## config.mk

```make
export PLATFORM = sky130hd
export DESIGN_NAME = select_validate_sequencer
export DESIGN_NICKNAME = d
export VERILOG_FILES = /design/src/rtl/sv_seq_pkg.sv /design/src/rtl/seq_delay_counter.sv /design/src/rtl/select_validate_sequencer.sv
export SDC_FILE = /design/constraint.sdc
export NUM_CORES = 1
export LEC_CHECK = 0
export ABC_AREA = 0
export BUFFER_PORTS_ARGS = -buffer_cell sky130_fd_sc_hd__buf_4
export CORE_MARGIN = 5
export CORE_UTILIZATION = 35
export DETAILED_ROUTE_END_ITERATION = 10
export GPL_ROUTABILITY_DRIVEN = 0
export HOLD_SLACK_MARGIN = 0.03
export PLACE_DENSITY = 0.51
export RECOVER_POWER = 25
export REMOVE_ABC_BUFFERS = 1
export SKIP_LAST_GASP = 1
export SYNTH_ARGS = -nofsm -noshare
export SYNTH_HDL_FRONTEND = slang
export SYNTH_SLANG_ARGS = --single-unit
export TNS_END_PERCENT = 10
```

## constraint.sdc

```tcl
create_clock -name clk -period 2.2 [get_ports clk]
set_input_delay 0 -clock clk [delete_from_list [all_inputs] [get_ports clk]]
set_output_delay 0 -clock clk [all_outputs]
set_load 0.02 [all_outputs]
```

## src/rtl/sv_seq_pkg.sv

```systemverilog
// Shared types and helpers for the SelectTest / Validate round sequencer.
package sv_seq_pkg;

  typedef enum logic [2:0] {
    IDLE,
    START_WAIT,
    SEL_PULSE,
    SEL_WAIT,
    GAP,
    VAL_PULSE,
    VAL_WAIT,
    DONE
  } seq_state_e;

  // Width of the shared delay/timeout counter: wide enough for the largest load value.
  function automatic int cnt_width(input int start_delay, input int gap_cycles,
                                   input int timeout_cycles);
    int m;
    m = start_delay;
    if (gap_cycles > m) m = gap_cycles;
    if (timeout_cycles > m) m = timeout_cycles;
    return $clog2(m + 1);
  endfunction

endpackage

```

## src/rtl/seq_delay_counter.sv

```systemverilog
// Loadable down-counter with a zero flag; stops at zero rather than wrapping.
module seq_delay_counter #(
  parameter int W = 8
) (
  input  logic         clk,
  input  logic         rst,
  input  logic         load,
  input  logic [W-1:0] load_val,
  input  logic         en,
  output logic         zero
);

  logic [W-1:0] count;

  always_ff @(posedge clk or posedge rst) begin
    if (rst) begin
      count <= '0;
    end else if (load) begin
      count <= load_val;
    end else if (en && (count != '0)) begin
      count <= count - 1'b1;
    end
  end

  assign zero = (count == '0);

endmodule

```

## src/rtl/select_validate_sequencer.sv

```systemverilog
// Round sequencer: select_test strobe, wait ack, gap, validate strobe, wait ack; aborts on timeout.
//   state      | meaning
//   IDLE       | waiting for start
//   START_WAIT | counting START_DELAY before the first round
//   SEL_PULSE  | select_test strobe
//   SEL_WAIT   | waiting for select_done (timeout guarded)
//   GAP        | counting GAP_CYCLES
//   VAL_PULSE  | validate strobe
//   VAL_WAIT   | waiting for validate_done (timeout guarded)
//   DONE       | finish pulse
module select_validate_sequencer
  import sv_seq_pkg::*;
#(
  parameter int NUM_ROUNDS     = 5,
  parameter int START_DELAY    = 10,
  parameter int GAP_CYCLES     = 5,
  parameter int TIMEOUT_CYCLES = 1024,
  parameter int CTR_W          = 8
) (
  input  logic             clk,
  input  logic             rst,
  input  logic             start,
  output logic             select_test,
  input  logic             select_done,
  output logic             validate,
  input  logic             validate_done,
  output logic [CTR_W-1:0] round,
  output logic             busy,
  output logic             finish,
  output logic             timeout_err
);

  localparam int DW = cnt_width(START_DELAY, GAP_CYCLES, TIMEOUT_CYCLES);
  localparam logic [DW-1:0]    START_LD   = DW'(START_DELAY - 1);
  localparam logic [DW-1:0]    GAP_LD     = DW'(GAP_CYCLES - 1);
  localparam logic [DW-1:0]    TO_LD      = DW'(TIMEOUT_CYCLES - 1);
  localparam logic [CTR_W-1:0] LAST_ROUND = CTR_W'(NUM_ROUNDS - 1);

  if ((NUM_ROUNDS < 1) || (longint'(NUM_ROUNDS) >= (longint'(1) << CTR_W))) begin : g_bad_rounds
    $error("NUM_ROUNDS must be >= 1 and fit in CTR_W bits");
  end

  seq_state_e    state;
  logic          cnt_ld;
  logic [DW-1:0] cnt_ld_val;
  logic          cnt_en;
  logic          cnt_zero;

  // One counter serves start delay, gap and both wait timeouts; they never overlap.
  always_comb begin
    cnt_ld     = 1'b0;
    cnt_ld_val = '0;
    cnt_en     = 1'b0;
    case (state)
      IDLE: begin
        if (start) begin
          cnt_ld     = 1'b1;
          cnt_ld_val = START_LD;
        end
      end
      START_WAIT, GAP, VAL_WAIT: cnt_en = 1'b1;
      SEL_PULSE, VAL_PULSE: begin
        cnt_ld     = 1'b1;
        cnt_ld_val = TO_LD;
      end
      SEL_WAIT: begin
        if (select_done && (GAP_CYCLES > 0)) begin
          cnt_ld     = 1'b1;
          cnt_ld_val = GAP_LD;
        end else begin
          cnt_en = 1'b1;
        end
      end
      default: ;
    endcase
  end

  seq_delay_counter #(.W(DW)) u_delay (
    .clk      (clk),
    .rst      (rst),
    .load     (cnt_ld),
    .load_val (cnt_ld_val),
    .en       (cnt_en),
    .zero     (cnt_zero)
  );

  always_ff @(posedge clk or posedge rst) begin
    if (rst) begin
      state       <= IDLE;
      round       <= '0;
      select_test <= 1'b0;
      validate    <= 1'b0;
      busy        <= 1'b0;
      finish      <= 1'b0;
      timeout_err <= 1'b0;
    end else begin
      select_test <= 1'b0;
      validate    <= 1'b0;
      finish      <= 1'b0;
      case (state)
        IDLE: begin
          if (start) begin
            state       <= START_WAIT;
            busy        <= 1'b1;
            round       <= '0;
            timeout_err <= 1'b0;
          end
        end
        START_WAIT: begin
          if (cnt_zero) begin
            state       <= SEL_PULSE;
            select_test <= 1'b1;
          end
        end
        SEL_PULSE: state <= SEL_WAIT;
        SEL_WAIT: begin
          // done is checked before expiry so a coincident ack still counts
          if (select_done) begin
            if (GAP_CYCLES == 0) begin
              state    <= VAL_PULSE;
              validate <= 1'b1;
            end else begin
              state <= GAP;
            end
          end else if (cnt_zero) begin
            state       <= DONE;
            finish      <= 1'b1;
            timeout_err <= 1'b1;
          end
        end
        GAP: begin
          if (cnt_zero) begin
            state    <= VAL_PULSE;
            validate <= 1'b1;
          end
        end
        VAL_PULSE: state <= VAL_WAIT;
        VAL_WAIT: begin
          if (validate_done) begin
            if (round == LAST_ROUND) begin
              state  <= DONE;
              finish <= 1'b1;
            end else begin
              state       <= SEL_PULSE;
              select_test <= 1'b1;
              round       <= round + 1'b1;
            end
          end else if (cnt_zero) begin
            state       <= DONE;
            finish      <= 1'b1;
            timeout_err <= 1'b1;
          end
        end
        DONE: begin
          state <= IDLE;
          busy  <= 1'b0;
        end
        default: state <= IDLE;
      endcase
    end
  end

endmodule

```

* Yosys cells after proc, flatten, opt, wreduce, memory -nomap -nowiden
Cells that the tools add are included.
** Operators by class
- Add/sub/neg operators :: 2
- Multipliers :: 0
- Div/mod/pow operators :: 0
- Magnitude comparators :: 0
- Equal/unequal tests :: 15
- Shift-type cells :: 0
- Multiplexer cells :: 38
- Bitwise gates (word level) :: 0
- Reductions and logical operators :: 14
** Operators by type and width (count)
- $pmux 10 s3 :: 1
- $mux 3 :: 8
- $mux 8 :: 3
- $pmux 3 s8 :: 1
- $mux 11 :: 2
- $pmux 8 s2 :: 1
- $mux 1 :: 15
- $ne 2x2->1 const B :: 7
- $eq 3x3->1 const B :: 4
- $logic_not 11->1 :: 1
- $reduce_bool 11->1 :: 1
- $sub 11x1->11 const B :: 1
- $add 8x1->8 const B :: 1
- $eq 8x3->1 const B :: 1
- $pmux 1 s2 :: 4
- $reduce_and 4->1 :: 2
- $eq 3x2->1 const B :: 2
- $pmux 1 s3 :: 2
- $reduce_bool 2->1 :: 3
- $mux 4 :: 1
- $eq 3x1->1 const B :: 1
- $logic_not 3->1 :: 1
- $reduce_and 3->1 :: 1
- $reduce_bool 3->1 :: 1
- other kinds (4) :: 4
** Storage, ports and cells
- Bits in registers :: 27
- Bits in latches :: 0
- Bits in writable memories :: 0
- Memory bits (read-only) :: 0
- Input port bits :: 5
- Word-level logic and storage cells :: 77
- Memories :: 0

* Logic depth before layout (Yosys ltp)
Gate-level depths: netlist of the first run.
- Depth in word-level cells :: 6
- Mapped depth :: 7
- Gate-level depth less buffers :: 6

* Modules after synthesis
From an unflattened synthesis of the first run, not the netlist that was laid out.
** Second synthesis, totals
- Cell total of the unflattened synthesis :: 187
- Area total of the unflattened synthesis :: 1655.3 sq um
** Modules (own cells, without submodules)
- select_validate_sequencer :: times used 1, cells an instance 108, area each 963.4 sq um, sequential area each 400.4 sq um
- seq_delay_counter :: times used 1, cells an instance 79, area each 691.9 sq um, sequential area each 275.3 sq um

* Worst setup path before layout of the first run
OpenSTA, ideal clock, no wires.
- Path type :: flip-flop to flip-flop
- Start point :: register u_delay.count[0]
- End point :: register state[0]
- Setup time :: 0.124 ns
- Arrival time :: 1.576 ns
- Path slack :: 0.500 ns
- Cell stages (with the launch flop) :: 8
- Path buffers :: 1
- Path through :: dfrtp_1 inv_1 ha_1 nor3b_4 and3_1 buf_6 a21oi_2 o31a_1
** On the way
- Cells in the longest elaborated chain, start to end :: 4
** RTL lines
- from (decl) :: RTL line seq_delay_counter.sv:13 : logic [W-1:0] count;
- from (signal assigned) :: RTL line seq_delay_counter.sv:19 : count <= load_val;
- from (signal assigned) :: RTL line seq_delay_counter.sv:21 : count <= count - 1'b1;
- $logic_not 11->1 (*) :: RTL line seq_delay_counter.sv:25 : assign zero = (count == '0);
- $mux 3
- $mux 3 (on tied branches)
- $pmux 3 s8
- to (signal assigned) :: RTL line select_validate_sequencer.sv:89 : state <= IDLE;
- to (signal assigned) :: RTL line select_validate_sequencer.sv:103 : state <= START_WAIT;
- to (signal assigned) :: RTL line select_validate_sequencer.sv:111 : state <= SEL_PULSE;
- to (decl) :: RTL line select_validate_sequencer.sv:43 : seq_state_e state;
Every way passes the cells marked *; elsewhere a longest branch is shown, timed or not.
A chain may end at the register's enable or synchronous reset.

* Worst setup path after layout of the first run
- Start point :: register state[2]
- End point :: register u_delay.count[9]
** On the way
- Cells in the longest elaborated chain, start to end :: 5
** RTL lines
- $eq 3x3->1 / $eq 3x1->1 (equally long branches) :: RTL line select_validate_sequencer.sv:54 : case (state)
- $reduce_or 3->1 :: RTL line select_validate_sequencer.sv:54
- $pmux 1 s2 :: RTL line select_validate_sequencer.sv:54
- $logic_and 1x1->1 :: RTL line seq_delay_counter.sv:20 : end else if (en && (count != '0)) begin
- $reduce_bool 2->1 (no source line)
Parallel ways exist; a longest one is shown, timed or not.

==> results of run 1 <==
[per-layer routing]
metal	global-route usage [%]	up-vias	routed length (µm)	share of wire, %
met2	23.34	24	2049	50
met1	17.60	688	1894	46
met5	0	-	0	0
met4	3.322	0	31	0.75
li1	-	725	-	-
met3	1.645	4	135	3.3
[cell type report]
| cell class | count | area, µm² |
|---|---|---|
| Timing Repair Buffer | 27 | 201.4 |
| Sequential cell | 27 | 675.6 |
| Tap cell | 70 | 87.58 |
| Clock inverter | 1 | 7.507 |
| Multi-Input combinational cell | 136 | 1022 |
| Clock buffer | 3 | 41.29 |
| Inverter | 11 | 41.29 |
| Fill cell | 499 | 2965 |
[cell usage after synthesis (2+ instances only)]
master,n,share of area [%]
nor2_2,3,1.0
a31oi_1,3,1.0
dfrtp_1,27,38
a211oi_1,5,2.1
nor4_1,5,1.7
nor3_1,7,1.9
nor2b_1,2,0.69
a21oi_1,5,1.4
o211ai_1,2,0.83
nor2_1,13,2.7
xnor2_1,5,2.4
o311a_1,2,1.1
inv_1,11,2.3
nand3b_1,2,0.83
buf_4,3,1.3
a2111oi_2,3,2.5
o221ai_1,2,0.97
ha_1,3,2.1
o21ai_0,3,0.83
and3_1,4,1.4
nand3_1,6,1.7
buf_6,3,1.9
a21o_2,3,1.5
nand2_1,15,3.1
nand2b_1,4,1.4
mux2i_1,3,1.7
[logic make-up after synthesis]
logic type / share of synthesized area (%)
simple gates: 28.91
compound gates: 21.06
flops: 37.53
buf+inv: 5.698
xor+xnor: 2.432
mux: 2.293
fa+ha+maj: 2.085
[stage by stage]
step / utilization (%) / cells
floorplan: - / 174
global placement: 40.10 / 270
detailed placement: 40.10 / 270
CTS: 41.27 / 275
global route: 41.19 / 275
finish: 41.19 / 275
[final timing paths]
path / from / end / cells after the start
min in group asynchronous: rst / u_delay.count[5]$_DFFE_PP0P_ / 4
worst max-delay path: state[2]$_DFFE_PP0P_ / u_delay.count[9]$_DFFE_PP0P_ / 4
max in group asynchronous: rst / round[0]$_DFFE_PP0P_ / 4
worst min register to register: u_delay.count[10]$_DFFE_PP0P_ / u_delay.count[10]$_DFFE_PP0P_ / 2
worst min-delay path: select_done / state[2]$_DFFE_PP0P_ / 3
worst max register to register: state[2]$_DFFE_PP0P_ / u_delay.count[9]$_DFFE_PP0P_ / 4
[tightest hold or removal path, stage by stage]
cell	delay (ps)
buf_4	110
o211ai_1	90
nand3_1	80
[power breakdown]
| group | total, µW | internal [µW] | switching, µW |
|---|---|---|---|
| Sequential | 877 | 625 | 252 |
| Clock | 299 | 129 | 170 |
| Combinational | 1350 | 628 | 722 |
| Total | 2530 | 1380 | 1140 |
[sequential cells by signal (all words and copies together) (netlist names)]
signal	cells
busy	1
validate	1
u_delay.count	11
select_test	1
state	3
timeout_err	1
round	8
finish	1
==> impl_metrics.tcl, run 1 <==
set metrics [dict create \
    cp_data_required_time_ps 2380 \
    ys.warnings.count 0 \
    drc 0 \
    yosysSeqAreaShare_pct 37.53 \
    final_cell_mix "27 x dfrtp_1, 24 x buf_4, 15 x nand2_1" \
    power_uw 2526 \
    tightest_slew_ps 1478 \
    htreeDepth 1 \
    clk_path_buf_depth 2 \
    setup-violations-final 0 \
    grt.overflow.total 0 \
    maxCapViolations 0 \
    ys_ff_latch 27 \
    holdWs_ps 48.93 \
    routed_via_density 5.240 \
    cts_hold_buf 1 \
    endpoint_kind "flop" \
    synth_edf_count 0 \
    clock_latency_ps 280 \
    worst_slack_ps 311.7 \
    rows 26 \
    cts_buffers 3 \
    async_reset_ff_share_pct 100.0 \
    pre_cts_ws_ps 313.6 \
    crit_chain "o21bai_1, o221ai_2, a21oi_4, a2111oi_2" \
    status "finished clean" \
    core_area_mm2 0.005042 \
    dieHeight_um 81.73 \
    track_usage_pct 13.43 \
    cp_top_family "compound AO/OA/AOI/OAI gates" \
    die_area_mm2 0.006679 \
    fmax_ghz 0.5296 \
    cts_tree "yes" \
    r2r_setup_slack_ps 310 \
    netlist_area_mm2 0.001800 \
    cts.sinks 27 \
    path_max_fanout 17 \
    path_buf_inv 0 \
    finalInstanceArea_mm2 0.002077 \
    cts-root-buf "clkbuf_8" \
    num_io_pins 18 \
    drt_wl_total_mm 4.111 \
    clkTransAtPathRegs_ps 100 \
    syn_to_final_growth_pct 15.36 \
    start_util_pct 35.71 \
    slew_violations 0 \
    post_cts_buffers 0 \
    powerDensity_mw_per_mm2 1216 \
    cpMaxStageDelayCell "dfrtp_1" \
    rsz0062_at_grt "false" \
    ys.flop_type "dfrtp_1" \
    first_pass_iters 4 \
    slowest_delay_ps 600 \
    drive_above_1_share_pct 28.78 \
    hold_viol 0 \
    vias 1441 \
    worstPathArrival_ps 2060 \
    p_leak_uw 0.0008815 \
    cts_resized 0 \
    drt_iter0_drc 69 \
    numPortBuffers 17 \
    grt_max_degree 28 \
    syn_area_per_cell_um2 9.947 \
    placedInstanceArea_mm2 0.002022 \
    final_common_cell "dfrtp_1" \
    peakVddDrop_uv 536.3 \
    synthCells 181 \
    finalCriticalPeriod_ps 1888 \
    wire_per_inst_um 14.95 \
    postRouteAntennaNets 0 \
    fin_crit_sh_pct 85.83 \
    antenna_found_initial 0 \
    final_nets 214 \
    fin_skew_ps 4.100 \
    fin_tns_setup_ps 0 \
    dp_hpwl_mm 3.053 \
    critPathKind "reg -> reg" \
    grt_pass1_vias 1428 \
    die_x_um 81.73 \
    synth_cell_types 63 \
    hold_path_class "in -> reg" \
    n_antenna_cell 0 \
    max_slew_margin_pct 1.439 \
    cp-start-kind "flop" \
    grt_pass1_wl_mm 6.975 \
]
No activity file was read; power rests on OpenSTA's default activity.
==> run 2, diff against run 1 <==
--- a/config.mk
+++ b/config.mk
@@ -10,7 +10,6 @@
 export CORE_MARGIN = 5
 export CORE_UTILIZATION = 35
 export DETAILED_ROUTE_END_ITERATION = 10
-export GPL_ROUTABILITY_DRIVEN = 0
 export HOLD_SLACK_MARGIN = 0.03
 export PLACE_DENSITY = 0.51
 export RECOVER_POWER = 25
==> constraint.sdc (replaced) <==
create_clock -name clk -period 2.15 [get_ports clk]
set_input_delay 0 -clock clk [delete_from_list [all_inputs] [get_ports clk]]
set_output_delay 0 -clock clk [all_outputs]
set_load 0.02 [all_outputs]
==> impl_metrics.tcl, run 2 (same netlist as run 1, synthesis figures left out) <==
set metrics [dict create \
    status "finished, violations left" \
    violations "max-capacitance violations, max-slew violations" \
    wire_per_inst_um 15.42 \
    hold_path_class "in -> reg" \
    critPathKind "reg -> reg" \
    num_io_pins 18 \
    fin_util_pct 40.67 \
    vias 1473 \
    grt_max_degree 28 \
    clock_latency_ps 280 \
    dieHeight_um 81.73 \
    fin_tns_setup_ps 0 \
    rows 26 \
    cp-start-kind "flop" \
    cts_buffers 3 \
    grt_pass1_wl_mm 6.810 \
    grt_pass1_vias 1447 \
    core_area_mm2 0.005042 \
    die_area_mm2 0.006679 \
    start_util_pct 35.71 \
    placed_cells 267 \
    final_cell_mix "27 x dfrtp_1, 21 x buf_4, 15 x nand2_1" \
    cp_data_required_time_ps 2330 \
    reg_top3 "u_delay.count: 11 flops, round: 8 flops, state: 3 flops" \
    setup-violations-final 0 \
    tightest_slew_ps 1510 \
    finalWeightedCongestion 0.7803 \
    worst_slack_ps 234.7 \
    grt.overflow.total 0 \
    track_usage_pct 13.18 \
    endpoint_kind "flop" \
    drt_iter0_drc 75 \
    max_slew_margin_pct -0.6485 \
    cts_tree "yes" \
    drt_wl_total_mm 4.195 \
    pre_cts_ws_ps 260.4 \
    r2r_setup_slack_ps 230 \
    dp_hpwl_mm 3.082 \
    clkTransAtPathRegs_ps 100 \
    multi_input_area_mm2 0.001022 \
    placedInstanceArea_mm2 0.001999 \
    numPortBuffers 17 \
    clk_path_buf_depth 2 \
    p_leak_uw 0.0008676 \
    final_nets 211 \
    final_common_cell "dfrtp_1" \
    final_cells 272 \
    cts.sinks 27 \
    cts-root-buf "clkbuf_8" \
    fin_skew_ps 8.961 \
    seq_area_um2 675.6 \
    antenna_found_initial 0 \
    slew_violations 28 \
    peakVddDrop_uv 563.3 \
    maxCapViolations 1 \
    fin_crit_sh_pct 89.08 \
    path_buf_inv 0 \
    top_register "u_delay.count" \
    hold_viol 0 \
    first_pass_iters 4 \
    drive_above_1_share_pct 27.23 \
    rsz0062_at_grt "false" \
    crit_chain "nor4_4, and3_1, a21oi_2, o31a_1" \
    n_antenna_cell 0 \
    fmax_ghz 0.5221 \
    finalCriticalPeriod_ps 1915 \
    largest_reg_flops 11 \
    slowest_delay_ps 470 \
    routed_via_density 5.415 \
    htreeDepth 1 \
    syn_to_final_growth_pct 13.90 \
    cp_top_family "simple AND/OR/NAND/NOR gates" \
    fillers 492 \
    finalInstanceArea_mm2 0.002051 \
    path_max_fanout 9 \
    powerDensity_mw_per_mm2 1246 \
    die_x_um 81.73 \
    postRouteAntennaNets 0 \
    cpMaxStageDelayCell "dfrtp_1" \
    drc 0 \
    worstPathArrival_ps 2090 \
]
==> run 2: cell types whose count changed in the layout (fill, tap and decap cells not counted), sizes merged <==
cell	before	now
buf	24	21
clkbuf	5	6
clkinvlp	1	0
==> run 2: metal layers <==
layer / track usage, % / wire [µm]
met1: 16.66 / 1889
met4: 5.648 / 54
met2: 22.54 / 2125
met5: 0 / 0
met3: 1.535 / 126
==> run 2: repair_timing <==
item / 4_1_cts / 5_1_grt
hold buffers: 1 / 0
setup buffers: 0 / 0
gates resized for setup: 0 / 0
hold endpoints to repair: 27 / 0
==> run 2: report_power, final <==
| group | internal, µW | leakage (µW) | switching [µW] |
|---|---|---|---|
| sequential | 641 | 0.000349 | 213 |
| combinational | 617 | 0.000495 | 785 |
| clock | 133 | 0.0000228 | 166 |
==> run 2: worst paths after layout <==
path / to / start / depth (start not counted)
worst max-delay path: state[0]$_DFFE_PP0P_ / u_delay.count[5]$_DFFE_PP0P_ / 4
worst min-delay path: state[2]$_DFFE_PP0P_ / select_done / 3
worst max register to register: state[0]$_DFFE_PP0P_ / u_delay.count[5]$_DFFE_PP0P_ / 4
worst min register to register: u_delay.count[10]$_DFFE_PP0P_ / u_delay.count[10]$_DFFE_PP0P_ / 2
max in group asynchronous: round[3]$_DFFE_PP0P_ / rst / 4
min in group asynchronous: u_delay.count[5]$_DFFE_PP0P_ / rst / 4
==> run 2: cell type report <==
cell class | count | area share (%)
clock buffers | 4 | 2.196
inverters | 11 | 2.013
multi-input cells | 136 | 49.85
flip-flops and latches | 27 | 32.95
well taps | 70 | 4.271
repair buffers | 24 | 8.725
==> run 2: worst min-delay path, cell delays in order <==
cell and delay, ps:
buf_4 120, o211ai_1 90, nand3_1 90
==> run 2: stage by stage <==
stage	hold WS (ps)	total power, µW
final	45.68	2555
after global routing	63.79	2750
after CTS	45.86	2570
after detailed placement	100.3	2266
after global placement	95.45	2232
after floorplan	52.72	1880
==> run 3, diff against run 2 <==
==> constraint.sdc (replaced) <==
create_clock -name clk -period 1.9 [get_ports clk]
set_input_delay 0 -clock clk [delete_from_list [all_inputs] [get_ports clk]]
set_output_delay 0 -clock clk [all_outputs]
set_load 0.02 [all_outputs]
==> impl_metrics.tcl, run 3 (same netlist as run 1, synthesis figures left out) <==
set metrics [dict create \
    cp_data_required_time_ps 2050 \
    rows 26 \
    hold_path_class "in -> reg" \
    max_slew_margin_pct 54.90 \
    p_leak_uw 0.0009292 \
    clk_path_buf_depth 2 \
    finalWeightedCongestion 0.8227 \
    die_area_mm2 0.006679 \
    cts_buffers 3 \
    path_max_fanout 7 \
    num_io_pins 18 \
    die_x_um 81.73 \
    htreeDepth 1 \
    regToRegEndpoint "u_delay.count[9]$_DFFE_PP0P_" \
    status "finished clean" \
    hold_viol 0 \
    dp_hpwl_mm 3.078 \
    hold_path_depth 3 \
    cts_tree "yes" \
    final_nets 223 \
    cts-root-buf "clkbuf_8" \
    maxCapViolations 0 \
    powerDensity_mw_per_mm2 1405 \
    reg_top3 "u_delay.count: 11 flops, round: 8 flops, state: 3 flops" \
    dieHeight_um 81.73 \
    final_common_cell "buf_4" \
    top_register "u_delay.count" \
    timing.rr.start "u_delay.count[5]$_DFFE_PP0P_" \
    setup-violations-final 0 \
    critPathKind "reg -> reg" \
    drt_iter0_drc 57 \
    largest_reg_flops 11 \
    peakVddDrop_uv 657.0 \
    worstPathArrival_ps 1950 \
    drc 0 \
    rr_worst_depth 5 \
    antenna_found_initial 0 \
    pre_cts_ws_ps 88.57 \
    numPortBuffers 17 \
    finalCriticalPeriod_ps 1791 \
    drive_above_1_share_pct 33.64 \
    endpoint_kind "flop" \
    routed_via_density 5.268 \
    track_usage_pct 13.19 \
    cp-start-kind "flop" \
    worst_slack_ps 108.7 \
    fmax_ghz 0.5582 \
    fin_tns_setup_ps 0 \
    wire_per_inst_um 14.58 \
    postRouteAntennaNets 0 \
    min_to "finish$_DFF_PP0_" \
    grt.overflow.total 0 \
    n_antenna_cell 0 \
    syn_to_final_growth_pct 21.26 \
    final_cell_mix "32 x buf_4, 27 x dfrtp_1, 15 x nand2_1" \
    fin_skew_ps 10.00 \
    hp-start "validate_done" \
    tightest_slew_ps 676.5 \
    r2r_setup_slack_ps 110 \
    grt_max_degree 28 \
    fin_crit_sh_pct 94.28 \
    slew_violations 0 \
    cts.sinks 27 \
    core_area_mm2 0.005042 \
    start_util_pct 35.71 \
    clkTransAtPathRegs_ps 100 \
    first_pass_iters 4 \
    drt_wl_total_mm 4.140 \
    grt_pass1_vias 1417 \
    clock_latency_ps 280 \
    grt_pass1_wl_mm 6.893 \
    vias 1496 \
    cp-startpoint "u_delay.count[5]$_DFFE_PP0P_" \
]
run 3: worst max-delay path, cell delays in order, from the launching register on:
cell and delay (ps):
dfrtp_1 470, nor4_4 520, nand3_4 190, a21oi_4 280
buf_4 150, a2111oi_2 50
run 3: per-layer routing:
metal / vias to the layer above / track usage [%] / routed length, µm
met5: - / 0 / 0
met4: 0 / 2.492 / 38
met3: 5 / 3.070 / 116
met2: 16 / 23.10 / 2076
met1: 727 / 16.54 / 1909
li1: 748 / - / -
run 3: through the flow:
stage	util, %	instance area, µm²	std cells	hold WS [ps]	power (µW)
6_report	43.30	2183	284	81.54	3068
5_1_grt	43.30	2183	284	86.91	3303
4_1_cts	41.91	2113	279	102.9	2990
3_5_place_dp	40.55	2044	273	97.98	2633
3_3_place_gp	40.55	2044	273	95.28	2604
2_1_floorplan	-	1739	174	52.72	2127
run 3: area by class of cell:
type                            count  area [µm²]
Timing Repair Buffer               36       272.8
Tap cell                           70       87.58
Sequential cell                    27       675.6
Clock buffer                        3       41.29
Fill cell                         506        2859
Clock inverter                      1       7.507
Inverter                           11       41.29
Multi-Input combinational cell    136        1057
run 3: power by group:
group	switching, µW	total [µW]	leakage, µW	internal [µW]
clock network	196	345	0.0000217	149
logic	976	1800	0.000558	824
registers	197	923	0.000349	726
run 3: how the worst max path moves through the flow:
stage | endpoint | slack (ps) | cells past startpoint
3_3_place_gp | u_delay.count[4]$_DFFE_PP0P_ | 130 | 6
6_report | u_delay.count[9]$_DFFE_PP0P_ | 110 | 5
5_1_grt | u_delay.count[0]$_DFFE_PP0P_ | -10 | 7
3_5_place_dp | u_delay.count[0]$_DFFE_PP0P_ | 90 | 6
2_1_floorplan | state[0]$_DFFE_PP0P_ | 120 | 6
4_1_cts | u_delay.count[0]$_DFFE_PP0P_ | 70 | 6
run 3: timing repair:
action	in CTS	in global routing
setup endpoints to repair	0	6
endpoints found under the hold margin	28	0
hold buffers	2	0
setup buffers	0	5
resized for setup	0	7
